==> config.mk <==
export PLATFORM = sky130hd
export DESIGN_NAME = sbqm_queue_ctrl
export DESIGN_NICKNAME = d
export VERILOG_FILES = /design/src/rtl/sbqm_queue_ctrl.sv
export SDC_FILE = /design/constraint.sdc
export NUM_CORES = 1
export LEC_CHECK = 0
export BUFFER_PORTS_ARGS = -buffer_cell sky130_fd_sc_hd__buf_2
export CAP_MARGIN = 5
export CORE_MARGIN = 2
export CORE_UTILIZATION = 55
export DETAILED_ROUTE_END_ITERATION = 10
export HOLD_SLACK_MARGIN = 0.05
export PLACE_DENSITY_LB_ADDON = 0.08
export SLEW_MARGIN = 30
export SYNTH_ARGS = -nofsm -noshare
export SYNTH_HDL_FRONTEND = slang
export SYNTH_SLANG_ARGS = --single-unit
export TNS_END_PERCENT = 1
==> constraint.sdc <==
create_clock -name clk -period 3.25 [get_ports clk]
set_input_delay 0.65 -clock clk [delete_from_list [all_inputs] [get_ports clk]]
set_output_delay 0.65 -clock clk [all_outputs]
set_load 0.005 [all_outputs]
==> src/rtl/sbqm_queue_ctrl.sv <==
// Queue controller for the bank SBqM system: it counts people passing the entry and exit
// photocells and derives the estimated waiting time from the queue length and the teller count.
module sbqm_queue_ctrl #(
    parameter int unsigned DEB_CYCLES = 4,
    parameter int unsigned MAX_P      = 7
) (
    input  logic       clk,
    input  logic       rst,
    input  logic       back_sensor,
    input  logic       front_sensor,
    input  logic [1:0] tcount,
    output logic [2:0] pcount,
    output logic [4:0] wtime,
    output logic       full,
    output logic       empty,
    output logic       alarm
);

    typedef enum logic {StIdle, StBlocked} sens_state_e;

    localparam logic [7:0] DebLast = 8'(DEB_CYCLES - 1);
    localparam logic [2:0] MaxP    = 3'(MAX_P);

    // Sensor index 0 is the entry (back) photocell, index 1 is the exit (front) photocell.
    logic [1:0]  raw;
    logic [1:0]  sync1_q, sync2_q;
    logic [1:0]  deb_q, deb_d;
    logic [7:0]  deb_cnt_q [2];
    logic [7:0]  deb_cnt_d [2];
    sens_state_e state_q   [2];
    logic [1:0]  ev_q;

    logic [2:0]  pcount_q, pcount_d;
    logic        alarm_q, alarm_d;
    logic        full_q, full_d;
    logic        empty_q, empty_d;
    logic [4:0]  wtime_q, wtime_d;
    logic [5:0]  p6, wt6;

    assign raw = {front_sensor, back_sensor};

    always_comb begin
        for (int i = 0; i < 2; i++) begin
            deb_d[i]     = deb_q[i];
            deb_cnt_d[i] = '0;
            if (sync2_q[i] != deb_q[i]) begin
                if (deb_cnt_q[i] == DebLast) begin
                    deb_d[i] = ~deb_q[i];
                end else begin
                    deb_cnt_d[i] = deb_cnt_q[i] + 8'd1;
                end
            end
        end
    end

    always_ff @(posedge clk) begin
        if (rst) begin
            sync1_q <= '0;
            sync2_q <= '0;
            deb_q   <= '0;
            for (int i = 0; i < 2; i++) begin
                deb_cnt_q[i] <= '0;
            end
        end else begin
            sync1_q <= raw;
            sync2_q <= sync1_q;
            deb_q   <= deb_d;
            for (int i = 0; i < 2; i++) begin
                deb_cnt_q[i] <= deb_cnt_d[i];
            end
        end
    end

    // A passage is counted when the beam is released, so the event fires on BLOCKED -> IDLE.
    always_ff @(posedge clk) begin
        for (int i = 0; i < 2; i++) begin
            if (rst) begin
                state_q[i] <= StIdle;
                ev_q[i]    <= 1'b0;
            end else begin
                ev_q[i] <= 1'b0;
                case (state_q[i])
                    StIdle: begin
                        if (deb_q[i]) begin
                            state_q[i] <= StBlocked;
                        end
                    end
                    StBlocked: begin
                        if (!deb_q[i]) begin
                            state_q[i] <= StIdle;
                            ev_q[i]    <= 1'b1;
                        end
                    end
                    default: state_q[i] <= StIdle;
                endcase
            end
        end
    end

    always_comb begin
        pcount_d = pcount_q;
        alarm_d  = 1'b0;
        case (ev_q)
            2'b01: begin
                if (pcount_q < MaxP) begin
                    pcount_d = pcount_q + 3'd1;
                end else begin
                    alarm_d = 1'b1;
                end
            end
            2'b10: begin
                if (pcount_q != 3'd0) begin
                    pcount_d = pcount_q - 3'd1;
                end else begin
                    alarm_d = 1'b1;
                end
            end
            default: ;
        endcase
        full_d  = (pcount_d == MaxP);
        empty_d = (pcount_d == 3'd0);
    end

    assign p6 = {3'b000, pcount_q};

    always_comb begin
        case (tcount)
            2'd1:    wt6 = 6'd3 * (p6 + 6'd1);
            2'd2:    wt6 = ((6'd3 * p6) >> 1) + 6'd3;
            2'd3:    wt6 = p6 + 6'd2;
            default: wt6 = 6'd0;
        endcase
        wtime_d = wt6[4:0];
    end

    // Largest result is 24, so the top bit of the 6-bit datapath is always clear.
    wt_fits_a: assert property (@(posedge clk) wt6[5] == 1'b0);

    always_ff @(posedge clk) begin
        if (rst) begin
            pcount_q <= '0;
            alarm_q  <= 1'b0;
            full_q   <= 1'b0;
            empty_q  <= 1'b1;
            wtime_q  <= '0;
        end else begin
            pcount_q <= pcount_d;
            alarm_q  <= alarm_d;
            full_q   <= full_d;
            empty_q  <= empty_d;
            wtime_q  <= wtime_d;
        end
    end

    assign pcount = pcount_q;
    assign wtime  = wtime_q;
    assign full   = full_q;
    assign empty  = empty_q;
    assign alarm  = alarm_q;

endmodule

## After elaboration in Yosys (flattened, before gate mapping)

Memory sizes are Yosys's and may differ from the RTL's.
Index checks and enable logic that the tools add are counted.

| word-level totals | value |
|---|---|
| register bits after elaboration | 19 |
| bits in latches | 0 |
| bits in writable memories | 18 |
| ROM bits | 0 |
| input bits | 6 |
| output and inout port bits | 11 |
| logic and storage cells | 80 |
| memories kept | 2 |

Memory list:

| name | words | width | rd ports | clocked after Yosys merged registers in | write ports | line | source |
|---|---|---|---|---|---|---|---|
| deb_cnt_q | 2 | 8 | 2 | 0 | 2 | 28 | `logic [7:0] deb_cnt_q [2];` |
| state_q | 2 | 1 | 2 | 0 | 2 | 30 | `sens_state_e state_q [2];` |

| cells by class | value |
|---|---|
| $add $sub $neg | 7 |
| $mul | 2 |
| div/mod/pow operators | 0 |
| order comparisons | 1 |
| eq/ne operators | 10 |
| shift-type cells | 0 |
| mux-type cells | 36 |
| bitwise gates (word level) | 8 |
| reduce and logical (&&, ||, !) cells | 4 |

Operators by type and width:

| kind | count |
|---|---|
| 8-bit 2-to-1 mux | 6 |
| 1-bit 2-to-1 mux | 25 |
| 8-bit by 1-bit adder with 8-bit output, second input constant | 2 |
| 8-bit by 2-bit equality test with 1-bit output, second input constant | 2 |
| 5-bit case mux with 3 select lines | 1 |
| 2-bit equality test, second input constant | 3 |
| 3-bit 2-to-1 mux | 2 |
| 1-bit OR | 6 |
| 3-bit case mux with 2 select lines | 1 |
| 4-bit by 2-bit adder with 5-bit output, second input constant | 1 |
| 2-bit by 3-bit multiplier with 5-bit output, first input constant | 1 |
| 2-bit by 4-bit multiplier with 5-bit output, first input constant | 1 |
| 3-bit by 1-bit adder with 4-bit output, second input constant | 1 |
| 3-bit by 2-bit adder with 4-bit output, second input constant | 1 |
| 2-bit by 1-bit equality test with 1-bit output, second input constant | 2 |
| 2-bit AND reduction | 2 |
| 3-bit by 1-bit adder with 3-bit output, second input constant | 1 |
| 3-bit equality test, second input constant | 1 |
| 3-bit logical NOT | 1 |
| 3-bit less-than comparator, second input constant | 1 |
| 3-bit nonzero test | 1 |
| 3-bit by 1-bit subtractor with 3-bit output, second input constant | 1 |
| 1-bit inequality test | 2 |
| 1-bit NOT | 2 |
| 1-bit case mux with 2 select lines | 1 |

## Depth between registers and ports, before layout

Gate-level depths: netlist of the first run.

| depth | value |
|---|---|
| word-level depth | 6 |
| mapped depth | 8 |
| depth with buffers taken out | 8 |

## Worst setup path before layout of the first run

Ideal clock, no wire load.

| timing | value |
|---|---|
| kind | register to register |
| start | reg pcount_q[1], in the netlist pcount[1] |
| end | reg wtime_q[3], in the netlist wtime[3] |
| library setup time | 132 ps |
| data arrival time | 1837 ps |
| required time | 3118 ps |
| slack | 1281 ps |
| cell stages (with the launch flop) | 7 |
| path buffers | 0 |
| clock period less this slack | 1969 ps |
| cell sequence | dfxtp_1 -> ha_1 -> fa_1 -> or2_2 -> and3_1 -> o211ai_1 -> a21oi_1 |

| on the way | value |
|---|---|
| word-level cells in the longest chain between the ends | 3 |
| elaborated cells on any way between the ends | 6 |
| those cells by class | 3 x add/sub; 2 x mul; 1 x mux |

RTL lines:

| element | line | source |
|---|---|---|
| start: declaration | 33 | `logic [2:0] pcount_q, pcount_d;` |
| start signal: assignment | 147 | `pcount_q <= pcount_d;` |
| 3-bit by 1-bit adder with 4-bit output / 2-bit by 3-bit multiplier with 5-bit output (equally long branches) | 128, 129 |  |
| 2-bit by 4-bit multiplier with 5-bit output / 4-bit by 2-bit adder with 5-bit output (equally long branches) | 128, 129 |  |
| 5-bit case mux with 3 select lines * | 127 | `case (tcount)` |
| end signal: assignment | 151 | `wtime_q <= wtime_d;` |
| end: declaration | 37 | `logic [4:0] wtime_q, wtime_d;` |

Every way passes the cells marked *; elsewhere a longest branch is shown, timed or not.
A chain may end at the register's enable or synchronous reset.

## Final worst setup path of the first run

| timing | value |
|---|---|
| start | reg pcount_q[0], in the netlist pcount[0] |
| end | reg wtime_q[4], in the netlist wtime[4] |

The elaborated chain is that of the path after synthesis.

==> results of run 1 <==
cell usage after synthesis (all sizes together):
master | instances | share of area
nor3 | 3 | 0.0081
nand2b | 5 | 0.017
a31o | 1 | 0.0047
nand2 | 12 | 0.024
o22ai | 2 | 0.0068
a21o | 1 | 0.0041
nand3b | 1 | 0.0041
or2 | 1 | 0.0034
nor4 | 1 | 0.0034
nor2 | 26 | 0.053
xnor2 | 14 | 0.066
nor3b | 4 | 0.016
a32o | 1 | 0.0054
dfxtp | 35 | 0.38
xor2 | 9 | 0.043
inv | 10 | 0.020
a31oi | 1 | 0.0034
o21ai | 2 | 0.0054
ha | 14 | 0.095
a22oi | 2 | 0.0081
or3 | 1 | 0.0034
nor2b | 6 | 0.020
a222oi | 1 | 0.0054
nand3 | 11 | 0.030
o211ai | 2 | 0.0081
fa | 2 | 0.022
buf | 2 | 0.0088
a211oi | 1 | 0.0041
a21boi | 1 | 0.0061
a21oi | 11 | 0.030
edfxtp | 2 | 0.032
clkbuf | 5 | 0.011
and3 | 6 | 0.020
nor4b | 2 | 0.0095
or4b | 1 | 0.0054
mux2 | 2 | 0.014
metal layers:
| layer | GRT usage | vias up | share of wire |
|---|---|---|---|
| li1 | - | 711 | - |
| met1 | 0.237 | 622 | 0.49 |
| met2 | 0.275 | 25 | 0.46 |
| met3 | 0.0621 | 2 | 0.044 |
| met4 | 0.0669 | 0 | 0.0062 |
| met5 | 0 | - | 0 |
through the flow:
stage                     hold slack, ps  area, um2  instances   util
after floorplan                      414       1850        201      -
after global placement               416       1950        256  0.594
after detailed placement             431       1950        256  0.594
after CTS                            453       2010        263  0.611
after global routing                 485       2010        263  0.611
final                                450       2010        263  0.611
cells by family (layout without fill, tap and decap cells):
group,Yosys count,count (layout),synth area share
AO/OA/AOI/OAI,26,26,0.0913
XOR/XNOR,23,23,0.109
adder cells (fa/ha/maj),16,16,0.116
buffers and inverters,17,33,0.0399
flip-flops,37,37,0.411
multiplexers,2,2,0.0142
AND/OR/NAND/NOR,80,80,0.218
area by class of cell:
cell class / instances / area share
multi-input combinational: 147 / 0.505
timing repair buffer: 16 / 0.0399
tap: 46 / 0.0287
sequential: 37 / 0.379
inverter: 10 / 0.0187
clock inverter: 1 / 0.00312
clock buffer: 6 / 0.0255
sequential cells by signal, summed over array words and instances, names as in the netlist:
signal	count
deb_cnt_q	16
wtime	5
pcount	3
deb_q	2
ev_q	2
state_q	2
sync1_q	2
sync2_q	2
alarm	1
empty	1
full	1
path summary, 6_finish.rpt:
kind,startpoint,endpoint,slack (ps),cells after the start
setup / recovery,pcount[0],wtime[4],1080,7
hold reg to reg,sync1_q[1],sync2_q[1],450,1
setup reg to reg,pcount[0],wtime[4],1080,7
hold / removal,sync1_q[1],sync2_q[1],450,1
worst reg2reg max path, delay by kind of cell (launching register included):
kind / cells / cell delay, ps
AOI/OAI and AO/OA: 3 / 420
xor gates and xnor gates: 1 / 140
adders and majority gates: 2 / 780
buffers and inverters: 1 / 170
DFF: 1 / 560
power breakdown:
part	internal (mW)	leakage, nW	total [mW]	switching (mW)
sequential	0.465	0.305	0.470	0.00459
clock	0.102	0.0347	0.252	0.150
combinational	0.0178	0.503	0.0417	0.0239
total	0.585	0.843	0.764	0.179
==> impl_metrics.ini, run 1 <==
[synthesis]
syn_avg_cell_area_um2 = 9.20
synthCells = 201
synth.distinct_cells = 40
yosysWarnings = 0
syn_area_um2 = 1850
syn_nets = 223
synth-seq-cells = 37
yosysSeqAreaShare = 0.411

[power]
ir_drop_mv = 0.279
power_density_nw_per_um2 = 380
p_leak_nw = 0.843
fin_total_pwr_mw = 0.764

[cts]
cts_sinks = 37
clk_path_buf_depth = 2
cts_made_buffers = 5
cts_max_level = 2
clkTransAtPathRegs_ps = 110
insertion_delay_ps = 340
holdBufCountCts = 0
postCtsSetupBuffers = 0
cts_resized = 0
cts_root_buf = clkbuf_4
cts_tree = done

[floorplanning]
initial_core_util = 0.563
fp.coreArea_um2 = 3280
fp.dieArea_um2 = 3840
die_w_um = 62.0
rows = 21
die_y_um = 62.0
io_pins = 17

[setup_path]
slowest_stage = dfxtp_1
criticalPathCategory = flip-flop to flip-flop
critPathLaunchType = flip-flop
end_kind = flip-flop
worst_ep_arrival_time_ps = 2410
cp_num_buf_inv = 1
critPathTopFamily = adder cells
crit_required_ps = 3480
path_cells = inv_1 -> ha_1 -> ha_1 -> a21o_1 -> a21oi_1 -> xnor2_1 -> o22ai_1
crit_path_frequent_cell = ha_1
slowest_delay_ps = 560
critPathMaxFanout = 11

[routing]
drc = 0
wl_per_cell_um = 11.7
dr.pass1.iters = 4
viasPerCell = 5.17
routed_wl_mm = 3.07
antenna_left = 0
drt_iter0_markers = 95
vias = 1360

[timing]
hold_viol_final = 0
drv_slew = 0
slew_headroom = 0.666
worstMarginPinSlew_ps = 500
min_period_ps = 2170
rsz0062_at_grt = no
setup-violations-final = 0
finClkSkew_ps = 8.48
fin_tns_setup_ps = 0
setup_slack_ps = 1080
fmax_mhz = 460
period_share = 0.669

[cells_and_area]
area_growth_pct = 8.59
n_fill_cell = 328
most-common-layout-cells = 35 x dfxtp_1, 26 x nor2_1, 16 x buf_2
multi_input_area_um2 = 1010
final-seq-area_um2 = 761
drive_gt1_frac = 0.120
layout_commonest_cell = dfxtp_1
nNetsFinal = 239
antenna_cells = 0

[run_status]
status = finished, final reports clean

[placement]
place.port_buffers = 16
pre_cts_slack_ps = 1070
gp_congestion = 0.800
dp_hpwl_mm = 2.21

[min_path]
worst_hold_path_type = flip-flop to flip-flop

[grt]
grt_pass1_vias = 1198
grt_pass1_wl_mm = 5.09
grt_usage = 0.181
antenna_found_initial = 0
grt-ovfl-total = 0
grt_max_degree = 27

[run]
maxCapViolCount = 0
Power figures use the tool's default switching activity.
==> inputs of run 2 (changes only) <==
- ABC_AREA: not set -> 1
- clock period: 3.25 -> 2.2 ns (I/O delays scaled with it)
==> run 2 against run 1 <==
Non-clock buffer count increased by 3. Worst hold slack worse by 170 ps. Clock power up 83%. First-iteration DRC count decreased by 3.2%. Worst setup slack lost 870 ps. Clock skew shrank 3.2 ps.
==> impl_metrics.ini, run 2 <==
[cells_and_area]
largest_reg_flops = 16
top_register = deb_cnt_q
most-common-layout-cells = 58 x nand2_1, 37 x inv_1, 35 x dfxtp_1
area_growth_pct = 11.7
drive_gt1_frac = 0.167
antenna_cells = 0
multi_input_area_um2 = 997
final-seq-area_um2 = 761
layout_commonest_cell = nand2_1
nNetsFinal = 302
n_fill_cell = 326

[floorplanning]
initial_core_util = 0.573
rows = 21
io_pins = 17
die_y_um = 63.2
fp.coreArea_um2 = 3360
fp.dieArea_um2 = 3990
die_w_um = 63.2

[timing]
period_share = 0.906
drv_slew = 0
min_period_ps = 1990
fin_tns_setup_ps = 0
fmax_mhz = 501
slew_headroom = 0.735
worstMarginPinSlew_ps = 396
setup-violations-final = 0
rsz0062_at_grt = no
hold_viol_final = 0
finClkSkew_ps = 5.33

[cts]
clk_path_buf_depth = 2
cts_resized = 0
cts_root_buf = clkbuf_4
holdBufCountCts = 0
clkTransAtPathRegs_ps = 120
cts_made_buffers = 5
postCtsSetupBuffers = 0
cts_max_level = 2
cts_tree = done
cts_sinks = 37
insertion_delay_ps = 350

[power]
p_leak_nw = 1.00
ir_drop_mv = 0.416
power_density_nw_per_um2 = 569
fin_total_pwr_mw = 1.22

[placement]
place.port_buffers = 16
dp_hpwl_mm = 2.45
gp_congestion = 0.841

[synthesis]
yosysSeqAreaShare = 0.395
synth-seq-cells = 37
yosys-top-cells-count = 58 x nand2_1, 37 x inv_1, 35 x dfxtp_1
yosysWarnings = 0
yosys.area.top_type = dfxtp_1
synth.area.top_cells = dfxtp_1 36%, nand2_1 11%, ha_1 9.1%
synth.most_common_cell = nand2_1
synth_edf_count = 2
synth.distinct_cells = 29
syn_avg_cell_area_um2 = 7.50
syn_nets = 279
synth_flop_cell = dfxtp_1
syn_area_um2 = 1930
synth_top_area_share = 0.364
synthCells = 257
async_flop_share = 0

[routing]
antenna_left = 0
drt_iter0_markers = 92
vias = 1566
viasPerCell = 4.79
routed_wl_mm = 3.25
wl_per_cell_um = 9.95
drc = 0
dr.pass1.iters = 4

[setup_path]
cp-startpoint = pcount[1]
criticalPathCategory = flip-flop to flip-flop
end_kind = flip-flop
crit_required_ps = 2440
critPathLaunchType = flip-flop
r2r_start = pcount[1]
critPathMaxFanout = 5
worst_ep_arrival_time_ps = 2240

[grt]
grt_max_degree = 19
grt-ovfl-total = 0
antenna_found_initial = 0
grt_pass1_wl_mm = 5.75
grt_usage = 0.184
grt_pass1_vias = 1386

[min_path]
hp-start = front_sensor
worst_hold_path_type = input port to flip-flop

[run]
maxCapViolCount = 0

[run_status]
status = finished, final reports clean
[run 2: cell types whose count changed after synthesis, sizes merged, moves of 6 or more]
cell,delta
nand3,+10
nor2,+6
xnor2,-14
nor2b,-6
and3,-6
inv,+30
nand2,+49
[run 2: layout make-up]
cell class,instances,area share
Timing Repair Buffer,19,0.0477
Inverter,40,0.0698
Clock inverter,1,0.00349
Tap cell,46,0.0267
Multi-Input combinational cell,177,0.463
Sequential cell,37,0.353
Clock buffer,7,0.0355
[run 2: worst paths after layout]
kind | endpoint | slack, ps | cells after the start
setup reg to reg | wtime[3] | 210 | 10
hold reg to reg | sync2_q[1] | 410 | 2
setup / recovery | wtime[3] | 210 | 10
hold / removal | sync1_q[1] | 280 | 3
[run 2: kinds of logic after synthesis]
| kind of cell | share of synthesized area |
|---|---|
| compound gates | 0.0740 |
| xor+xnor | 0.0227 |
| fa+ha+maj | 0.112 |
| buf+inv | 0.0877 |
| flops | 0.395 |
| simple gates | 0.309 |
[run 2: power breakdown]
part / internal [mW] / leakage, nW / switching, mW / total (mW)
clock network: 0.224 / 0.0427 / 0.237 / 0.462
registers: 0.688 / 0.305 / 0.00530 / 0.693
logic: 0.0263 / 0.656 / 0.0433 / 0.0696
total: 0.938 / 1.00 / 0.286 / 1.22
[run 2: layer usage]
layer	vias up	wire length, um	track usage
met3	6	180	0.0571
li1	860	-	-
met2	34	1300	0.259
met5	-	0	0
met4	0	63	0.0870
met1	666	1710	0.255
[run 2: critical path, cell delays in order (launching register included)]
cell and delay, ps:
dfxtp_1 430, ha_1 260, inv_1 60, nand2_1 50
nand2_1 130, fa_1 430, or2_2 300, nand3_1 70
nand2_1 50, inv_1 50, a21oi_1 50
[run 2: metrics by stage]
| step | worst slack, ps | hold WS (ps) | area, um2 | std cells | util |
|---|---|---|---|---|---|
| after floorplan | 191 | 388 | 1930 | 257 | - |
| after global placement | 284 | 392 | 2070 | 319 | 0.615 |
| after detailed placement | 223 | 397 | 2070 | 319 | 0.615 |
| after CTS | 196 | 266 | 2150 | 327 | 0.640 |
| after global routing | 43.8 | 279 | 2150 | 327 | 0.640 |
| final | 206 | 279 | 2150 | 327 | 0.640 |
